[src/rtl/sdram_write_if.sv]
// Bus bundle between the SDRAM write sequencer and its neighbours.
// The master side is the request/data producer. The slave side is the sequencer.
interface sdram_write_if;
    logic        wr_en;
    logic        wr_done;
    logic        i_wr_addr_ld;
    logic [20:0] i_wr_addr;
    logic [31:0] i_wr_data;
    logic        o_wr_data_req;
    logic [31:0] o_wr_data;
    logic        o_wr_oe_n;
    logic [10:0] o_wr_addr;
    logic [1:0]  o_wr_ba;
    logic [3:0]  o_wr_dqm;
    logic        o_wr_cs_n;
    logic        o_wr_ras_n;
    logic        o_wr_cas_n;
    logic        o_wr_we_n;

    modport master (
        output wr_en, i_wr_addr_ld, i_wr_addr, i_wr_data,
        input  wr_done, o_wr_data_req, o_wr_data, o_wr_oe_n, o_wr_addr,
               o_wr_ba, o_wr_dqm, o_wr_cs_n, o_wr_ras_n, o_wr_cas_n, o_wr_we_n
    );

    modport slave (
        input  wr_en, i_wr_addr_ld, i_wr_addr, i_wr_data,
        output wr_done, o_wr_data_req, o_wr_data, o_wr_oe_n, o_wr_addr,
               o_wr_ba, o_wr_dqm, o_wr_cs_n, o_wr_ras_n, o_wr_cas_n, o_wr_we_n
    );
endinterface

[src/rtl/sdram_write.sv]
// SDRAM write-command sequencer.
// Each accepted request produces this sequence:
//   ACTIVE, BURST_LEN WRITE beats to consecutive columns, PRECHARGE-all, then a done pulse.
// A linear bank/row/col pointer advances once per beat. It can be loaded while idle.
module sdram_write #(
    parameter int TRCD      = 2,
    parameter int TWR       = 2,
    parameter int TRP       = 2,
    parameter int BURST_LEN = 4
) (
    input  logic          sclk,
    input  logic          srst,
    sdram_write_if.slave  bus
);
    typedef enum logic [2:0] {
        S_IDLE, S_ACTIVE, S_TRCD_W, S_WRITE, S_TWR_W, S_PRECH, S_TRP_W, S_DONE
    } state_t;

    // {cs_n, ras_n, cas_n, we_n}
    localparam logic [3:0] CMD_DESEL = 4'b1000;
    localparam logic [3:0] CMD_NOP   = 4'b0111;
    localparam logic [3:0] CMD_ACT   = 4'b0011;
    localparam logic [3:0] CMD_WRITE = 4'b0100;
    localparam logic [3:0] CMD_PRE   = 4'b0010;

    // Clearing the low bits keeps a burst inside one row.
    localparam logic [20:0] ALIGN_MASK = ~21'(BURST_LEN - 1);

    // Counter reload values. Each wait state leaves when the counter reads 0.
    // The ACTIVE and PRECH cycles count toward TRCD and TRP.
    localparam logic [7:0] TRCD_LD = 8'(TRCD - 2);
    localparam logic [7:0] BEAT_LD = 8'(BURST_LEN - 1);
    localparam logic [7:0] TWR_LD  = 8'(TWR - 1);
    localparam logic [7:0] TRP_LD  = 8'(TRP - 2);

    state_t      r_state;
    logic [7:0]  r_cnt;
    logic [20:0] r_ptr;
    logic [3:0]  r_cmd;
    logic [10:0] r_addr;
    logic        r_done;
    logic        r_wbeat;

    logic [20:0] w_ld_addr;
    logic [20:0] w_ptr_start;
    logic [20:0] w_ptr_inc;

    assign w_ld_addr   = bus.i_wr_addr & ALIGN_MASK;
    assign w_ptr_start = bus.i_wr_addr_ld ? w_ld_addr : r_ptr;
    assign w_ptr_inc   = r_ptr + 21'd1;

    // Data-path outputs all follow the registered beat flag.
    // Write data is a pass-through from the FWFT FIFO head.
    assign bus.o_wr_data_req = r_wbeat;
    assign bus.o_wr_oe_n     = ~r_wbeat;
    assign bus.o_wr_dqm      = {4{~r_wbeat}};
    assign bus.o_wr_data     = r_wbeat ? bus.i_wr_data : 32'd0;
    assign bus.o_wr_ba       = r_ptr[20:19];
    assign bus.o_wr_addr     = r_addr;
    assign bus.wr_done       = r_done;
    assign bus.o_wr_cs_n     = r_cmd[3];
    assign bus.o_wr_ras_n    = r_cmd[2];
    assign bus.o_wr_cas_n    = r_cmd[1];
    assign bus.o_wr_we_n     = r_cmd[0];

    // Sequencer FSM.
    // Every output register is loaded with the value for the state being entered.
    always_ff @(posedge sclk) begin
        if (srst) begin
            r_state <= S_IDLE;
            r_cnt   <= 8'd0;
            r_ptr   <= 21'd0;
            r_cmd   <= CMD_DESEL;
            r_addr  <= 11'd0;
            r_done  <= 1'b0;
            r_wbeat <= 1'b0;
        end else begin
            r_cmd   <= CMD_NOP;
            r_addr  <= 11'd0;
            r_done  <= 1'b0;
            r_wbeat <= 1'b0;
            case (r_state)
                S_IDLE: begin
                    r_ptr <= w_ptr_start;
                    if (bus.wr_en) begin
                        r_state <= S_ACTIVE;
                        r_cmd   <= CMD_ACT;
                        r_addr  <= w_ptr_start[18:8];
                    end else begin
                        r_cmd <= CMD_DESEL;
                    end
                end
                S_ACTIVE: begin
                    r_state <= S_TRCD_W;
                    r_cnt   <= TRCD_LD;
                end
                S_TRCD_W: begin
                    if (r_cnt == 8'd0) begin
                        r_state <= S_WRITE;
                        r_cnt   <= BEAT_LD;
                        r_cmd   <= CMD_WRITE;
                        r_addr  <= {3'b000, r_ptr[7:0]};
                        r_wbeat <= 1'b1;
                    end else begin
                        r_cnt <= r_cnt - 8'd1;
                    end
                end
                S_WRITE: begin
                    r_ptr <= w_ptr_inc;
                    if (r_cnt == 8'd0) begin
                        r_state <= S_TWR_W;
                        r_cnt   <= TWR_LD;
                    end else begin
                        r_cnt   <= r_cnt - 8'd1;
                        r_cmd   <= CMD_WRITE;
                        r_addr  <= {3'b000, w_ptr_inc[7:0]};
                        r_wbeat <= 1'b1;
                    end
                end
                S_TWR_W: begin
                    if (r_cnt == 8'd0) begin
                        r_state <= S_PRECH;
                        r_cmd   <= CMD_PRE;
                        r_addr  <= 11'h400;
                    end else begin
                        r_cnt <= r_cnt - 8'd1;
                    end
                end
                S_PRECH: begin
                    r_state <= S_TRP_W;
                    r_cnt   <= TRP_LD;
                end
                S_TRP_W: begin
                    if (r_cnt == 8'd0) begin
                        r_state <= S_DONE;
                        r_done  <= 1'b1;
                    end else begin
                        r_cnt <= r_cnt - 8'd1;
                    end
                end
                S_DONE: begin
                    r_state <= S_IDLE;
                    r_cmd   <= CMD_DESEL;
                end
                default: begin
                    r_state <= S_IDLE;
                    r_cmd   <= CMD_DESEL;
                end
            endcase
        end
    end
endmodule

[src/flat_wrapper.sv]
// flat-port wrapper written by rule: the top's interface ports become plain ports
module sdram_write_flat 
#(
    parameter int TRCD      = 2,
    parameter int TWR       = 2,
    parameter int TRP       = 2,
    parameter int BURST_LEN = 4
)
  (sclk, srst, bus_wr_en, bus_i_wr_addr_ld, bus_i_wr_addr, bus_i_wr_data, bus_wr_done, bus_o_wr_data_req, bus_o_wr_data, bus_o_wr_oe_n, bus_o_wr_addr, bus_o_wr_ba, bus_o_wr_dqm, bus_o_wr_cs_n, bus_o_wr_ras_n, bus_o_wr_cas_n, bus_o_wr_we_n);
  sdram_write_if bus_i ();
  input  logic sclk;
  input  logic srst;
  input wire logic [$bits(bus_i.wr_en)-1:0] bus_wr_en;
  input wire logic [$bits(bus_i.i_wr_addr_ld)-1:0] bus_i_wr_addr_ld;
  input wire logic [$bits(bus_i.i_wr_addr)-1:0] bus_i_wr_addr;
  input wire logic [$bits(bus_i.i_wr_data)-1:0] bus_i_wr_data;
  output wire logic [$bits(bus_i.wr_done)-1:0] bus_wr_done;
  output wire logic [$bits(bus_i.o_wr_data_req)-1:0] bus_o_wr_data_req;
  output wire logic [$bits(bus_i.o_wr_data)-1:0] bus_o_wr_data;
  output wire logic [$bits(bus_i.o_wr_oe_n)-1:0] bus_o_wr_oe_n;
  output wire logic [$bits(bus_i.o_wr_addr)-1:0] bus_o_wr_addr;
  output wire logic [$bits(bus_i.o_wr_ba)-1:0] bus_o_wr_ba;
  output wire logic [$bits(bus_i.o_wr_dqm)-1:0] bus_o_wr_dqm;
  output wire logic [$bits(bus_i.o_wr_cs_n)-1:0] bus_o_wr_cs_n;
  output wire logic [$bits(bus_i.o_wr_ras_n)-1:0] bus_o_wr_ras_n;
  output wire logic [$bits(bus_i.o_wr_cas_n)-1:0] bus_o_wr_cas_n;
  output wire logic [$bits(bus_i.o_wr_we_n)-1:0] bus_o_wr_we_n;
  assign bus_i.wr_en = bus_wr_en;
  assign bus_i.i_wr_addr_ld = bus_i_wr_addr_ld;
  assign bus_i.i_wr_addr = bus_i_wr_addr;
  assign bus_i.i_wr_data = bus_i_wr_data;
  assign bus_wr_done = bus_i.wr_done;
  assign bus_o_wr_data_req = bus_i.o_wr_data_req;
  assign bus_o_wr_data = bus_i.o_wr_data;
  assign bus_o_wr_oe_n = bus_i.o_wr_oe_n;
  assign bus_o_wr_addr = bus_i.o_wr_addr;
  assign bus_o_wr_ba = bus_i.o_wr_ba;
  assign bus_o_wr_dqm = bus_i.o_wr_dqm;
  assign bus_o_wr_cs_n = bus_i.o_wr_cs_n;
  assign bus_o_wr_ras_n = bus_i.o_wr_ras_n;
  assign bus_o_wr_cas_n = bus_i.o_wr_cas_n;
  assign bus_o_wr_we_n = bus_i.o_wr_we_n;
  sdram_write #(.TRCD(TRCD), .TWR(TWR), .TRP(TRP), .BURST_LEN(BURST_LEN)) u_core (.sclk(sclk), .srst(srst), .bus(bus_i));
endmodule
[config.mk]
export PLATFORM = sky130hd
export DESIGN_NAME = sdram_write_flat
export DESIGN_NICKNAME = d
export VERILOG_FILES = /design/src/rtl/sdram_write_if.sv /design/src/rtl/sdram_write.sv /design/src/flat_wrapper.sv
export SDC_FILE = /design/constraint.sdc
export NUM_CORES = 1
export LEC_CHECK = 0
export CORE_ASPECT_RATIO = 0.7
export CORE_MARGIN = 4
export CORE_UTILIZATION = 41
export CTS_BUF_LIST = sky130_fd_sc_hd__clkbuf_8 sky130_fd_sc_hd__clkbuf_16
export DETAILED_ROUTE_END_ITERATION = 8
export PLACE_DENSITY = 0.8
export SLEW_MARGIN = 20
export SYNTH_ARGS = -nofsm -noshare
export SYNTH_HDL_FRONTEND = slang
export SYNTH_SLANG_ARGS = --single-unit
[constraint.sdc]
create_clock -name sclk -period 2.25 [get_ports sclk]
set_clock_uncertainty 0.15 [all_clocks]
set_input_delay 0.45 -clock sclk [delete_from_list [all_inputs] [get_ports sclk]]
set_output_delay 0.45 -clock sclk [all_outputs]
set_load 0.02 [all_outputs]
Word-level counts from Yosys, hierarchy flattened. Index checks and enable logic that the tools add are counted.

Output and inout port bits: 56. Register bits: 49.

Reductions and logical operators: 10. Add/subtract/negate cells: 2. Muxes and demuxes: 26. Equality and inequality tests: 14. Bitwise gates (word level): 2.

Operators by type and width (number): $pmux W11 S4 (1); $pmux W21 S2 (1); $mux W8 (5); $mux W32 (1); $pmux W8 S4 (1); $pmux W3 S8 (1); $mux W11 (2); $add A21 B1 Y21 const B (1); $mux W21 (1); $pmux W4 S5 (1); $mux W3 (6); $eq A3 B3 Y1 const B (4); $logic_not A8 Y1 (1); $ne A2 B1 Y1 const B (4); $sub A8 B1 Y8 const B (1); $eq A3 B2 Y1 const B (2); $ne A2 B2 Y1 const B (3); $reduce_or A2 Y1 (3); $reduce_and A5 Y1 (1); $mux W2 (2); $mux W4 (1); $reduce_and A2 Y1 (2); $reduce_bool A4 Y1 (1); $eq A3 B1 Y1 const B (1); 5 further kinds (7).

Longest topological paths before layout.
Depth after elaboration: 4. Gate-level depth with buffers: 9.

Worst setup path after synthesis. Ideal clock, no wire load.

Path type: flip-flop to flip-flop. Start point: register u_core.r_state[0]. End point: register u_core.r_ptr[7]. Arrival time: 1.820 ns. Cell stages (with the launch flop): 8. Clock period less this slack: 2.097 ns. Data required time: 1.972 ns. Slack: 0.153 ns. Buffers on the path: 2. Cell sequence: dfxtp_1 > ha_1 > nor2b_1 > clkbuf_1 > buf_1 > a31oi_1 > o22ai_1 > nor2_1.

Cells in the longest elaborated chain, start to end: 3. Elaborated cells on any way between the ends: 6.

Ends and longest elaborated chain: from (decl) (RTL line sdram_write.sv:36) `state_t r_state;`; from (signal assigned) (RTL line sdram_write.sv:70) `r_state <= S_IDLE;`; from (signal assigned) (RTL line sdram_write.sv:86) `r_state <= S_ACTIVE;`; from (signal assigned) (RTL line sdram_write.sv:94) `r_state <= S_TRCD_W;`; $eq A3 B2 Y1 / $logic_not A3 Y1 (equally long branches) (RTL line sdram_write.sv:82) `case (r_state)`; $reduce_bool A2 Y1 (no source line) / $ne A2 B2 Y1 (equally long branches); $reduce_and A2 Y1 (no source line); to (signal assigned) (RTL line sdram_write.sv:84) `r_ptr <= w_ptr_start;`; to (signal assigned) (RTL line sdram_write.sv:109) `r_ptr <= w_ptr_inc;`; to (decl) (RTL line sdram_write.sv:38) `logic [20:0] r_ptr;`.

Parallel ways exist; a longest one is shown, timed or not. A chain may end at the register's enable or synchronous reset.

Worst setup path in the final report.
Start point: register u_core.r_wbeat (netlist: u_core.bus.o_wr_data_req). End point: output port bus_o_wr_dqm[3].

Cells in the longest elaborated chain, start to end: 1.

Ends and longest elaborated chain: from (decl) (RTL line sdram_write.sv:42) `logic r_wbeat;`; from (signal assigned) (RTL line sdram_write.sv:76) `r_wbeat <= 1'b0;`; from (signal assigned) (RTL line sdram_write.sv:81) `r_wbeat <= 1'b0;`; from (signal assigned) (RTL line sdram_write.sv:103) `r_wbeat <= 1'b1;`; $not A1 Y1 (RTL line sdram_write.sv:56) `assign bus.o_wr_dqm = {4{~r_wbeat}};`; to (decl) (RTL line flat_wrapper.sv:23) `output wire logic [$bits(bus_i.o_wr_dqm)-1:0] bus_o_wr_dqm;`.

No other way between the ends.

==> out/metrics.yaml <==
outcome:
  status: "finished, final reports clean"
yosys:
  avgSynthCellArea_um2: 7.717
  yosysSeqAreaShare_pct: 30.48
  syn_nets: 480
  netlist.area_leader.share_pct: 30.48
  synth.most_common_cell: "dfxtp_1"
  synth_edf_count: 0
  synth.area.mux_share_pct: 3.538
  mappedNetlistArea_mm2: 0.003218
  synth_top_family_by_area: "simple AND/OR/NAND/NOR gates"
  yosys.area_share.simple_pct: 30.44
  netlist_top_cells_count: "49 x dfxtp_1, 36 x nor2_1, 33 x and2_1, 32 x a21oi_1, 24 x nand2_1"
  synthFlopType: "dfxtp_1"
  yosysWarnings: 0
  synth-compound-area-share_pct: 25.70
  synthArstFlopShare_pct: 0
  ys_types: 62
  synthAdderAreaFrac_pct: 2.333
  synth-xor-area-share_pct: 0.8165
  synth_area_leader_cell: "dfxtp_1"
  ys_ff_latch: 49
  syn_inst: 417
  ys_top_cells_by_area: "dfxtp_1 30%, and2_1 6.4%, a21oi_1 5.0%"
timing:
  post-route-min-period_ps: 2173
  setup_slack_ps: 76.87
  final_max_slew_viol_count: 0
  hold_violations: 0
  finalSetupViolCount: 0
  slew_headroom_pct: 69.52
  fmax_mhz: 460.2
  tightest_slew_ps: 453.7
  min_period_over_period_pct: 96.58
  grt_setup_unrepaired: "yes"
placement:
  hpwl_um: 9047
  port_buffers: 110
  dp_slack_ps: -62.95
  gp_congestion: 0.9916
  placed_cell_area_mm2: 0.004633
drt:
  wl_per_cell_um: 18.16
  vias: 3743
  first_pass_iters: 5
  drt_iter0_drc: 368
  drt-total-wl_um: 11680
  drc: 0
  antenna_left: 0
  viasPerCell: 5.821
cts:
  h-tree-depth: 2
  ctsLongestPathBuffers: 2
  postCtsSetupRepairBufs: 0
  clock_latency_ps: 310
  cts_made_buffers: 5
  cts_hold_buf: 0
  cts_tree: "done"
  clk_pin_slew_ps: 90
  root_buffer: "clkbuf_8"
  clock_sinks: 49
worst_setup_path:
  critPathLaunchType: "flip-flop"
  worst_ep_required_time_ps: 1650
  arrival_ps: 1570
  crit_type: "flip-flop to output port"
  end_kind: "output port"
  worstPathMaxFanout: 34
floorplan:
  core.rowCount: 26
  boundaryPins: 113
  start_util_pct: 43.20
  die_width_um: 113.9
  design.die.area_mm2: 0.009353
  die_h_um: 82.13
  core_mm2: 0.007450
grt:
  grt_pass1_vias: 3529
  overflow: 0
  grt_pass1_wl_um: 18040
  grt_max_degree: 35
  track_usage_pct: 24.09
  antenna_found_initial: 0
layout:
  final_cell_area_mm2: 0.004797
  syn_to_final_growth_pct: 49.07
  layout-drive-gt1-share_pct: 14.31
  antenna_cells: 0
  fin_nets: 607
pwr:
  p_comb_share_pct: 60.2
  max-vdd-ir-drop_mv: 0.6151
  clockPowerShare_pct: 11.6
  p_switching_mw: 2.092
  leakagePower_nw: 2.244
  intPower_mw: 2.587
  powerDensity_mw_per_mm2: 975.4
  swShare_pct: 44.72
  seqPwrFrac_pct: 28.2
run:
  cap_violations: 0
worst_hold_path:
  worst_hold_path_type: "flip-flop to flip-flop"
-- cells in the final DEF (no fill, tap or decap), drive strengths merged, types with 4 or more instances in the layout --
cell	n
nand3	20
a222oi	4
dlygate4sd2	13
nor2	37
and2	33
or3	6
dfxtp	49
a221oi	5
nand2b	8
nor4	7
mux2i	8
nand4	8
nor3	13
and3	10
o211ai	5
buf	47
clkinv	4
ha	6
dlymetal6s2s	19
o21ai	25
clkbuf	5
nand2	24
nor3b	4
inv	10
a21oi	33
clkdlybuf4s50	78
a31oi	11
-- per-stage QoR --
| step | power (mW) | hold slack [ps] | utilization, % | TNS, ps | cells |
|---|---|---|---|---|---|
| after floorplan | 2.958 | 311.1 | - | 0 | 417 |
| after global placement | 3.957 | 336.1 | 62.19 | -5.494 | 635 |
| after detailed placement | 4.064 | 339.8 | 62.19 | -131.3 | 635 |
| after CTS | 4.599 | 359.4 | 63.23 | 0 | 643 |
| after global routing | 4.981 | 403.3 | 64.39 | 0 | 643 |
| final | 4.679 | 360.5 | 64.39 | 0 | 643 |
-- layout make-up --
cell class,instances,area (µm²)
fillers,645,2653
multi-input cells,320,2054
repair buffers,157,1501
flip-flops and latches,49,985.9
well taps,98,122.6
clock buffers,5,68.82
inverters,11,41.29
clock inverters,3,22.52
-- power groups by stage --
stage	Combinational, mW	Clock (mW)	Sequential (mW)
after floorplan	1.63	0	1.33
after global placement	2.66	0	1.30
after detailed placement	2.75	0	1.31
after CTS	2.75	0.555	1.30
after global routing	3.05	0.584	1.34
final	2.82	0.544	1.32
-- flip-flops by register name (all words and copies together), names as in the netlist --
register	cells
u_core.r_cmd	4
u_core.bus.o_wr_data_req	1
u_core.bus.wr_done	1
u_core.r_ptr	21
u_core.r_state	3
u_core.bus.o_wr_addr	11
u_core.r_cnt	8
-- critical path, cell delays in order (launching register included) --
cell	delay, ps
dfxtp_1	320
buf_6	160
inv_1	150
clkdlybuf4s50_1	640
-- kinds of logic after synthesis --
group                    Yosys count
AO/OA/AOI/OAI                    120
XOR/XNOR                           3
adder cells (fa/ha/maj)            6
buffers and inverters             48
flip-flops                        49
multiplexers                      11
AND/OR/NAND/NOR                  180
-- final timing paths --
path                       startpoint               to  slack (ps)  depth (start not counted)
max          u_core.bus.o_wr_data_req  bus_o_wr_dqm[3]          80                          3
min                   u_core.r_cnt[7]  u_core.r_cnt[7]         360                          1
max reg2reg           u_core.r_cnt[1]  u_core.r_cnt[3]         100                          7
min reg2reg           u_core.r_cnt[7]  u_core.r_cnt[7]         360                          1
-- layer usage --
layer	vias up	part of all wire [%]	track usage (%)	routed length, µm
li1	1787	-	-	-
met1	1757	44	32.54	5086
met2	184	47	38.66	5455
met3	15	8.8	6.191	1022
met4	0	0.99	6.168	116
met5	-	0	0	0
-- what timing repair did --
item                                    in CTS  in global routing
endpoints found under the hold margin        0                  0
gates resized for setup                     15                 29
endpoints found under the setup margin      17                 40
No activity file was read; power rests on OpenSTA's default activity.
